===== src/rtl/dmx8_32bits_reg_pkg.sv =====
// Shared constants and types for the registered 1-to-8 word distributor.
package dmx8_32bits_reg_pkg;

  localparam int NUM_CH        = 8;
  localparam int SEL_W         = 3;
  localparam int DEFAULT_WIDTH = 32;

  typedef logic [SEL_W-1:0]  ch_sel_t;
  typedef logic [NUM_CH-1:0] ch_mask_t;

endpackage


===== src/rtl/dmx8_32bits_reg_dec3to8.sv =====
// 3-to-8 one-hot decoder gated by an enable; produces per-channel write strobes.
module dmx8_32bits_reg_dec3to8
  import dmx8_32bits_reg_pkg::*;
(
  input  logic    en,
  input  ch_sel_t sel,
  output ch_mask_t strobe
);

  always_comb begin
    strobe = '0;
    if (en) strobe[sel] = 1'b1;
  end

endmodule


===== src/rtl/dmx8_32bits_reg.sv =====
// Registered 1-to-8 distributor: one word per handshake goes to a selected or
// round-robin channel register, each drained by its own valid/ack pair.
module dmx8_32bits_reg
  import dmx8_32bits_reg_pkg::*;
#(
  parameter int WIDTH = DEFAULT_WIDTH
) (
  input  logic             clk,
  input  logic             reset,
  input  logic [WIDTH-1:0] d,
  input  logic             s2,
  input  logic             s1,
  input  logic             s0,
  input  logic             auto_inc,
  input  logic             i_valid,
  output logic             i_ready,
  input  logic [7:0]       ack,
  output logic [WIDTH-1:0] y0,
  output logic [WIDTH-1:0] y1,
  output logic [WIDTH-1:0] y2,
  output logic [WIDTH-1:0] y3,
  output logic [WIDTH-1:0] y4,
  output logic [WIDTH-1:0] y5,
  output logic [WIDTH-1:0] y6,
  output logic [WIDTH-1:0] y7,
  output logic [7:0]       vld,
  output logic [2:0]       ptr
);

  logic [WIDTH-1:0] y_q [NUM_CH];
  ch_mask_t         vld_q;
  ch_sel_t          ptr_q;
  ch_sel_t          target;
  ch_mask_t         wr_strobe;
  logic             accept;

  assign target = auto_inc ? ptr_q : {s2, s1, s0};

  // A full channel still accepts when its consumer is draining it this cycle.
  assign i_ready = ~vld_q[target] | ack[target];
  assign accept  = i_valid & i_ready;

  dmx8_32bits_reg_dec3to8 u_dec (
    .en    (accept),
    .sel   (target),
    .strobe(wr_strobe)
  );

  // A write takes priority over a same-channel ack so the flag stays set.
  always_ff @(posedge clk) begin
    if (reset) begin
      for (int k = 0; k < NUM_CH; k++) y_q[k] <= '0;
      vld_q <= '0;
      ptr_q <= '0;
    end else begin
      for (int k = 0; k < NUM_CH; k++) begin
        if (wr_strobe[k]) begin
          y_q[k]   <= d;
          vld_q[k] <= 1'b1;
        end else if (ack[k]) begin
          vld_q[k] <= 1'b0;
        end
      end
      if (accept && auto_inc) ptr_q <= ptr_q + 3'd1;
    end
  end

  assign y0  = y_q[0];
  assign y1  = y_q[1];
  assign y2  = y_q[2];
  assign y3  = y_q[3];
  assign y4  = y_q[4];
  assign y5  = y_q[5];
  assign y6  = y_q[6];
  assign y7  = y_q[7];
  assign vld = vld_q;
  assign ptr = ptr_q;

endmodule


===== config.mk =====
export PLATFORM = sky130hd
export DESIGN_NAME = dmx8_32bits_reg
export DESIGN_NICKNAME = d
export VERILOG_FILES = /design/src/rtl/dmx8_32bits_reg_pkg.sv /design/src/rtl/dmx8_32bits_reg_dec3to8.sv /design/src/rtl/dmx8_32bits_reg.sv
export SDC_FILE = /design/constraint.sdc
export NUM_CORES = 1
export LEC_CHECK = 0
export BUFFER_PORTS_ARGS = -buffer_cell sky130_fd_sc_hd__buf_2
export CORE_MARGIN = 2
export CORE_UTILIZATION = 43
export CTS_CLUSTER_SIZE = 25
export DETAILED_ROUTE_END_ITERATION = 16
export GPL_ROUTABILITY_DRIVEN = 0
export PLACE_DENSITY = 0.66
export SLEW_MARGIN = 5
export SYNTH_ARGS = -nofsm -noshare
export SYNTH_HDL_FRONTEND = slang
export SYNTH_HIERARCHICAL = 1
export SYNTH_SLANG_ARGS = --single-unit

===== constraint.sdc =====
create_clock -name clk -period 8.16 [get_ports clk]
set_input_delay 1.632 -clock clk [delete_from_list [all_inputs] [get_ports clk]]
set_output_delay 1.632 -clock clk [all_outputs]
set_load 0.005 [all_outputs]

==> results of run 1 <==
-- cell families after synthesis --
family                   synth area share (%)
AND/OR/NAND/NOR                         17.39
flip-flops                              79.83
buffers and inverters                  0.9853
multiplexers                            1.149
AO/OA/AOI/OAI                          0.5179
adder cells (fa/ha/maj)                0.1263
-- Yosys cell counts (all sizes together) --
cell type,n,area (sq um)
inv,2,7.510
clkbuf,24,90.09
a22oi,1,12.51
ha,1,12.51
nand2,4,15.01
mux2,5,60.05
nand2b,2,12.51
nor4b,1,15.01
a21oi,2,21.27
dfxtp,11,220.2
nand3,1,5.000
and4b,3,32.53
nor2b,42,262.8
and4bb,3,37.53
mux2i,5,53.80
nor2,20,75.07
and4,1,10.01
and2,193,1207
o22a,1,17.52
edfxtp,256,7687
or2,8,50.05
-- through the flow --
stage | total power [mW] | instance area, sq um | cells | setup WS [ns] | hold WS [ns]
final | 2.906 | 12540 | 1212 | 3.421 | 0.5424
after floorplan | 1.713 | 9906 | 586 | 3.867 | 0.4927
after global routing | 3.006 | 12540 | 1212 | 3.091 | 0.5872
after CTS | 2.930 | 12540 | 1212 | 3.368 | 0.5520
after global placement | 1.843 | 11780 | 1164 | 2.973 | 0.5120
after detailed placement | 1.847 | 11780 | 1164 | 2.818 | 0.5406
-- power groups by stage --
stage	registers (mW)	logic (mW)	clock network [mW]
4_1_cts	1.61	0.211	1.11
5_1_grt	1.62	0.227	1.16
6_report	1.61	0.205	1.09
2_1_floorplan	1.65	0.0665	0
3_5_place_dp	1.64	0.210	0
3_3_place_gp	1.64	0.207	0
-- per-layer routing --
metal,global-route usage (%),vias to the layer above,part of all wire [%]
li1,-,2708,-
met4,4.281,0,1.4
met2,31.39,255,48
met5,0,-,0
met1,24.38,2779,41
met3,7.806,26,11
-- worst paths after layout --
kind | from | end | slack [ns] | cells after the start
setup / recovery | auto_inc | y_q[0][80]$_SDFFCE_PN0P_ | 3.42 | 8
hold / removal | ptr[1]$_SDFFE_PP0P_ | ptr[1]$_SDFFE_PP0P_ | 0.54 | 2
setup reg to reg | ptr[0]$_SDFFE_PP0P_ | y_q[0][80]$_SDFFCE_PN0P_ | 4.37 | 7
hold reg to reg | ptr[1]$_SDFFE_PP0P_ | ptr[1]$_SDFFE_PP0P_ | 0.54 | 2
-- registers in the layout, summed over array words and instances, names as in the netlist --
register / count
y_q: 256
vld: 8
ptr: 3
-- placed cells by master (no fill, tap or decap), types with 2 or more instances in the layout --
cell / count
and2_1: 193
and4b_2: 2
and4bb_1: 2
buf_2: 314
buf_4: 3
clkbuf_1: 8
clkbuf_16: 27
clkinv_1: 5
clkinv_2: 6
clkinvlp_4: 2
dfxtp_1: 11
edfxtp_1: 256
inv_1: 2
mux2_1: 2
mux2_2: 2
mux2i_1: 4
nand2_1: 4
nand2b_1: 2
nor2_1: 20
nor2b_1: 42
or2_2: 8
-- worst register-to-register path, stage by stage (launching register included) --
cell and delay (ns):
dfxtp_1 0.36, mux2i_2 0.37, mux2_2 0.40, o22a_4 0.23, nand2_1 0.08, and2_1 0.25
and4bb_1 0.92, or2_2 0.79
-- layout make-up --
class	count	area share, %
clock buffers	35	5.625
inverters	2	0.05984
well taps	285	2.843
multi-input cells	293	15.22
flip-flops and latches	267	63.04
repair buffers	317	12.71
clock inverters	13	0.5087
==> flow_metrics.env, run 1 <==
export IMPL_syn_inst=586
export IMPL_gr_total_overflow=0
export IMPL_powerDensity_nw_per_um2=231.7
export IMPL_peakVddDrop_uv=147.6
export IMPL_postRouteAntennaNets=0
export IMPL_drc=0
export IMPL_finalCritPeriodShare_pct=58.07
export IMPL_cts_hold_buf=0
export IMPL_cts_sinks=267
export IMPL_p_comb_share_pct=7.1
export IMPL_pwr_share_clk_pct=37.6
export IMPL_diodes=0
export IMPL_finalSetupTns_ns=0
export IMPL_grt_antenna_before_repair=0
export IMPL_fp_dieW_um=155.8
export IMPL_run_status="completed"
export IMPL_p_leak_nw=5.325
export IMPL_port_buffers=314
export IMPL_critical_path_max_stage_delay_ns=0.92
export IMPL_path_clk_slew_ns=0.06
export IMPL_power_frac_seq_pct=55.3
export IMPL_end_kind="register"
export IMPL_first_pass_iters=4
export IMPL_wl_mm=23.82
export IMPL_rsz0062_at_grt="no"
export IMPL_yosys_warnings=6
export IMPL_synth_fp_nets=634
export IMPL_die_area_sq_um=24270
export IMPL_cts_max_level=1
export IMPL_seq_area_frac_synth_pct=79.83
export IMPL_postCtsResizedCells=0
export IMPL_drive_gt1_share_pct=40.13
export IMPL_fp_coreArea_sq_um=22640
export IMPL_ys_types=27
export IMPL_path_class="input port to register"
export IMPL_grt_first_pass_wirelength_mm=34.76
export IMPL_multiInputGateArea_sq_um=1909
export IMPL_max_slew_worst_pin_slew_ns=1.023
export IMPL_die_h_um=155.8
export IMPL_start_util_pct=43.75
export IMPL_vias_per_cell=4.759
export IMPL_post_cts_buffers=0
export IMPL_utilization_pct=55.41
export IMPL_row_count=55
export IMPL_io_pins=315
export IMPL_critPathBufInv=1
export IMPL_syn_area_sq_um=9906
export IMPL_crit_slowest_cell="and4bb_1"
export IMPL_period_minus_slack_ns=4.739
export IMPL_grt_max_degree=55
export IMPL_crit_fanout=34
export IMPL_sw_frac_of_total_pct=21.90
export IMPL_synth_seq_cells=267
export IMPL_track_usage_pct=19.26
export IMPL_worstPathCellList="buf_2 > mux2i_2 > mux2_2 > o22a_4 > nand2_1 > and2_1 > and4bb_1 > or2_2"
export IMPL_setup_viol=0
export IMPL_hold_path_class="register to register"
export IMPL_avgSynthCellArea_sq_um=16.90
export IMPL_power_internal_mw=2.270
export IMPL_fmax_ghz=0.2110
export IMPL_area_growth_pct=26.64
export IMPL_nFillCells=1825
export IMPL_cts_tree="built"
export IMPL_cp_arrival_ns=4.89
export IMPL_slew_violations=0
export IMPL_switchingPower_mw=0.6365
export IMPL_grt_pass1_vias=5664
export IMPL_via_count=5768
export IMPL_maxSlewHeadroom_pct=31.83
export IMPL_fin_nets=955
export IMPL_critPathRequiredTime_ns=8.31
export IMPL_cap_viol_max_count=0
export IMPL_root_buffer="clkbuf_16"
export IMPL_first_iter_violations=208
export IMPL_dp_hpwl_mm=15.52
export IMPL_seq_area_sq_um=7908
export IMPL_wl_per_cell_um=19.66
export IMPL_cp_top_family="simple AND/OR/NAND/NOR gates"
export IMPL_insertion_delay_ns=0.52
export IMPL_cp_start_kind="input port"
export IMPL_fin_skew_ns=0.006352
export IMPL_hold_viol_final=0
export IMPL_cts_buffer_depth=3
export IMPL_cts_buffers=26
No activity file was read; power rests on OpenSTA's default activity.
==> inputs of run 2 (changes only) <==
--- a/config.mk
+++ b/config.mk
@@ -5,13 +5,14 @@
 export SDC_FILE = /design/constraint.sdc
 export NUM_CORES = 1
 export LEC_CHECK = 0
+export ABC_AREA = 1
 export BUFFER_PORTS_ARGS = -buffer_cell sky130_fd_sc_hd__buf_2
 export CORE_MARGIN = 2
 export CORE_UTILIZATION = 43
 export CTS_CLUSTER_SIZE = 25
 export DETAILED_ROUTE_END_ITERATION = 16
 export GPL_ROUTABILITY_DRIVEN = 0
-export PLACE_DENSITY = 0.66
+export PLACE_DENSITY = 0.69
 export SLEW_MARGIN = 5
 export SYNTH_ARGS = -nofsm -noshare
 export SYNTH_HDL_FRONTEND = slang
==> constraint.sdc (replaced) <==
create_clock -name clk -period 4.07 [get_ports clk]
set_input_delay 0.814 -clock clk [delete_from_list [all_inputs] [get_ports clk]]
set_output_delay 0.814 -clock clk [all_outputs]
set_load 0.005 [all_outputs]
==> run 2 against run 1 <==
Sequential share of layout area rose by 1.6 points. Non-clock buffer count rose by 7. Cell area down 2.4%. Count of clock-buffer cells in the layout down 4. First-iteration DRC count rose by 150%. Worst hold slack got worse by 0.039 ns. Setup slack got worse by 2.0 ns. Die area fell by 3.8%. Cell count up 6.4%. Highest routed layer unchanged. Power increased by 100%.
==> flow_metrics.env, run 2 <==
export IMPL_drive_gt1_share_pct=38.26
export IMPL_critical_path_max_stage_delay_ns=0.39
export IMPL_preCtsSetupSlack_ns=0.8700
export IMPL_fp_coreArea_sq_um=21760
export IMPL_worstPathCellList="buf_2 > o21ai_1 > nand3_2 > a21boi_1 > nand2_1 > nor2_1 > inv_1 > nand2_2 > buf_4"
export IMPL_cts_tree="built"
export IMPL_grt_max_degree=41
export IMPL_ys_types=21
export IMPL_multiInputGateArea_sq_um=1297
export IMPL_regMostFlops="y_q"
export IMPL_synthFlopType="edfxtp_1"
export IMPL_finalCritPeriodShare_pct=65.45
export IMPL_diodes=0
export IMPL_wl_mm=25.96
export IMPL_run_status="completed"
export IMPL_cp_start_kind="input port"
export IMPL_crit_fanout=17
export IMPL_avgSynthCellArea_sq_um=14.36
export IMPL_fmax_ghz=0.3754
export IMPL_max_slew_worst_pin_slew_ns=0.8789
export IMPL_path_clk_slew_ns=0.06
export IMPL_largest_register_ffs=256
export IMPL_syn_inst=663
export IMPL_grt_antenna_before_repair=0
export IMPL_postCtsResizedCells=0
export IMPL_powerDensity_nw_per_um2=480.5
export IMPL_cap_viol_max_count=0
export IMPL_setup_viol=0
export IMPL_drc=0
export IMPL_die_area_sq_um=23340
export IMPL_layout_common_cells="buf_2 (314), edfxtp_1 (256), nor2_1 (232), inv_1 (59), nand2_1 (31)"
export IMPL_power_internal_mw=4.558
export IMPL_slew_violations=0
export IMPL_seq_area_frac_synth_pct=83.07
export IMPL_cts_sinks=267
export IMPL_met3_usage_pct=4.551
export IMPL_row_count=54
export IMPL_first_iter_violations=511
export IMPL_yosysTopAreaCell="edfxtp_1"
export IMPL_period_minus_slack_ns=2.664
export IMPL_finalSetupTns_ns=0
export IMPL_hold_viol_final=0
export IMPL_grt_pass1_vias=6273
export IMPL_grt_met1_usage_pct=28.75
export IMPL_start_util_pct=43.75
export IMPL_path_class="input port to register"
export IMPL_cts_max_level=1
export IMPL_hold_path_class="register to register"
export IMPL_yosys_top_cells_count="edfxtp_1 (256), nor2_1 (232), inv_1 (59), nand2_1 (41), clkbuf_1 (24)"
export IMPL_synth_fp_nets=711
export IMPL_final_common_cell="buf_2"
export IMPL_fin_skew_ns=0.01773
export IMPL_die_h_um=152.8
export IMPL_fp_dieW_um=152.8
export IMPL_synth_edff_count=256
export IMPL_syn_area_sq_um=9519
export IMPL_synth_async_reset_ratio_pct=0
export IMPL_vias_per_cell=4.936
export IMPL_power_frac_seq_pct=54.7
export IMPL_port_buffers=314
export IMPL_switchingPower_mw=1.324
export IMPL_post_cts_buffers=0
export IMPL_synth_most_common_cell="edfxtp_1"
export IMPL_met2_usage_pct=36.24
export IMPL_place_area_sq_um=11450
export IMPL_synth_seq_cells=267
export IMPL_peakVddDrop_uv=361.8
export IMPL_rsz0062_at_grt="no"
export IMPL_yosys_warnings=6
export IMPL_cts_buffer_depth=3
export IMPL_busiest_layer="met2"
export IMPL_ys_top_cells_by_area="edfxtp_1 (81%), nor2_1 (9.1%), inv_1 (2.3%)"
export IMPL_cts_hold_buf=0
export IMPL_gr_total_overflow=0
export IMPL_first_pass_iters=4
export IMPL_grt_first_pass_wirelength_mm=38.70
export IMPL_root_buffer="clkbuf_16"
export IMPL_p_comb_share_pct=7.3
export IMPL_wl_per_cell_um=20.14
export IMPL_cp_arrival_ns=2.87
export IMPL_maxSlewHeadroom_pct=41.20
export IMPL_critPathRequiredTime_ns=4.27
export IMPL_area_growth_pct=28.59
export IMPL_critPathBufInv=3
export IMPL_dp_hpwl_mm=17.80
export IMPL_final_area_sq_um=12240
export IMPL_nFillCells=1814
export IMPL_cts_buffers=26
export IMPL_io_pins=315
export IMPL_fin_nets=1038
export IMPL_insertion_delay_ns=0.53
export IMPL_postRouteAntennaNets=0
export IMPL_seq_area_sq_um=7908
export IMPL_via_count=6362
export IMPL_track_usage_pct=21.91
export IMPL_p_leak_nw=5.530
export IMPL_sw_frac_of_total_pct=22.51
export IMPL_synthDominantCellAreaShare_pct=80.76
export IMPL_end_kind="register"
export IMPL_crit_slowest_cell="o21ai_1"
export IMPL_cp_top_family="simple AND/OR/NAND/NOR gates"
export IMPL_timing_final_ws_setup_ns=1.406
export IMPL_pwr_share_clk_pct=38.0
[run 2: layout make-up]
type / count / share of cell area, %
Timing Repair Buffer: 324 / 13.55
Sequential cell: 267 / 64.60
Inverter: 62 / 1.942
Multi-Input combinational cell: 309 / 10.60
Clock inverter: 16 / 0.9711
Tap cell: 280 / 2.862
Clock buffer: 31 / 5.469
[run 2: worst reg2reg max path, cell delays in order, from the launching register on]
cell      delay, ns
dfxtp_1        0.47
nand2_4        0.11
nand2_4        0.11
nand2_1        0.06
nand3_1        0.10
nand3_2        0.12
a21boi_1       0.20
nand2_1        0.13
nor2_1         0.16
inv_1          0.09
nand2_2        0.38
buf_4          0.35
[run 2: logic make-up (layout without fill, tap and decap cells)]
family,after synthesis,after routing,synth area share [%]
adder cells (fa/ha/maj),1,1,0.1314
AND/OR/NAND/NOR,296,296,12.54
AO/OA/AOI/OAI,12,12,0.6966
buffers and inverters,87,433,3.562
flip-flops,267,267,83.07
[run 2: metrics by stage]
step / util (%) / hold slack, ns / power [mW] / std cells
after floorplan: - / 0.4774 / 3.436 / 663
after global placement: 52.64 / 0.5099 / 3.703 / 1242
after detailed placement: 52.64 / 0.4942 / 3.714 / 1242
after CTS: 56.26 / 0.5033 / 5.925 / 1289
after global routing: 56.26 / 0.5467 / 6.077 / 1289
final: 56.26 / 0.5032 / 5.882 / 1289
[run 2: power groups by stage]
stage	Combinational (mW)	Clock, mW	Sequential [mW]
after CTS	0.440	2.27	3.22
after global placement	0.431	0	3.27
after detailed placement	0.439	0	3.27
final	0.432	2.23	3.22
after global routing	0.472	2.37	3.23
after floorplan	0.144	0	3.29
[run 2: path summary, 6_finish.rpt]
kind | from | to | cells after the start | slack, ns
setup / recovery | auto_inc | y_q[0][63]$_SDFFCE_PN0P_ | 9 | 1.41
hold / removal | vld[1]$_SDFFE_PP0P_ | vld[1]$_SDFFE_PP0P_ | 2 | 0.50
setup reg to reg | ptr[0]$_SDFFE_PP0P_ | y_q[0][63]$_SDFFCE_PN0P_ | 11 | 1.48
hold reg to reg | vld[1]$_SDFFE_PP0P_ | vld[1]$_SDFFE_PP0P_ | 2 | 0.50
[run 2: metal layers]
layer,up-vias,routed length [um]
li1,2886,-
met5,-,0
met2,364,12590
met4,0,960
met1,3058,10120
met3,54,2291
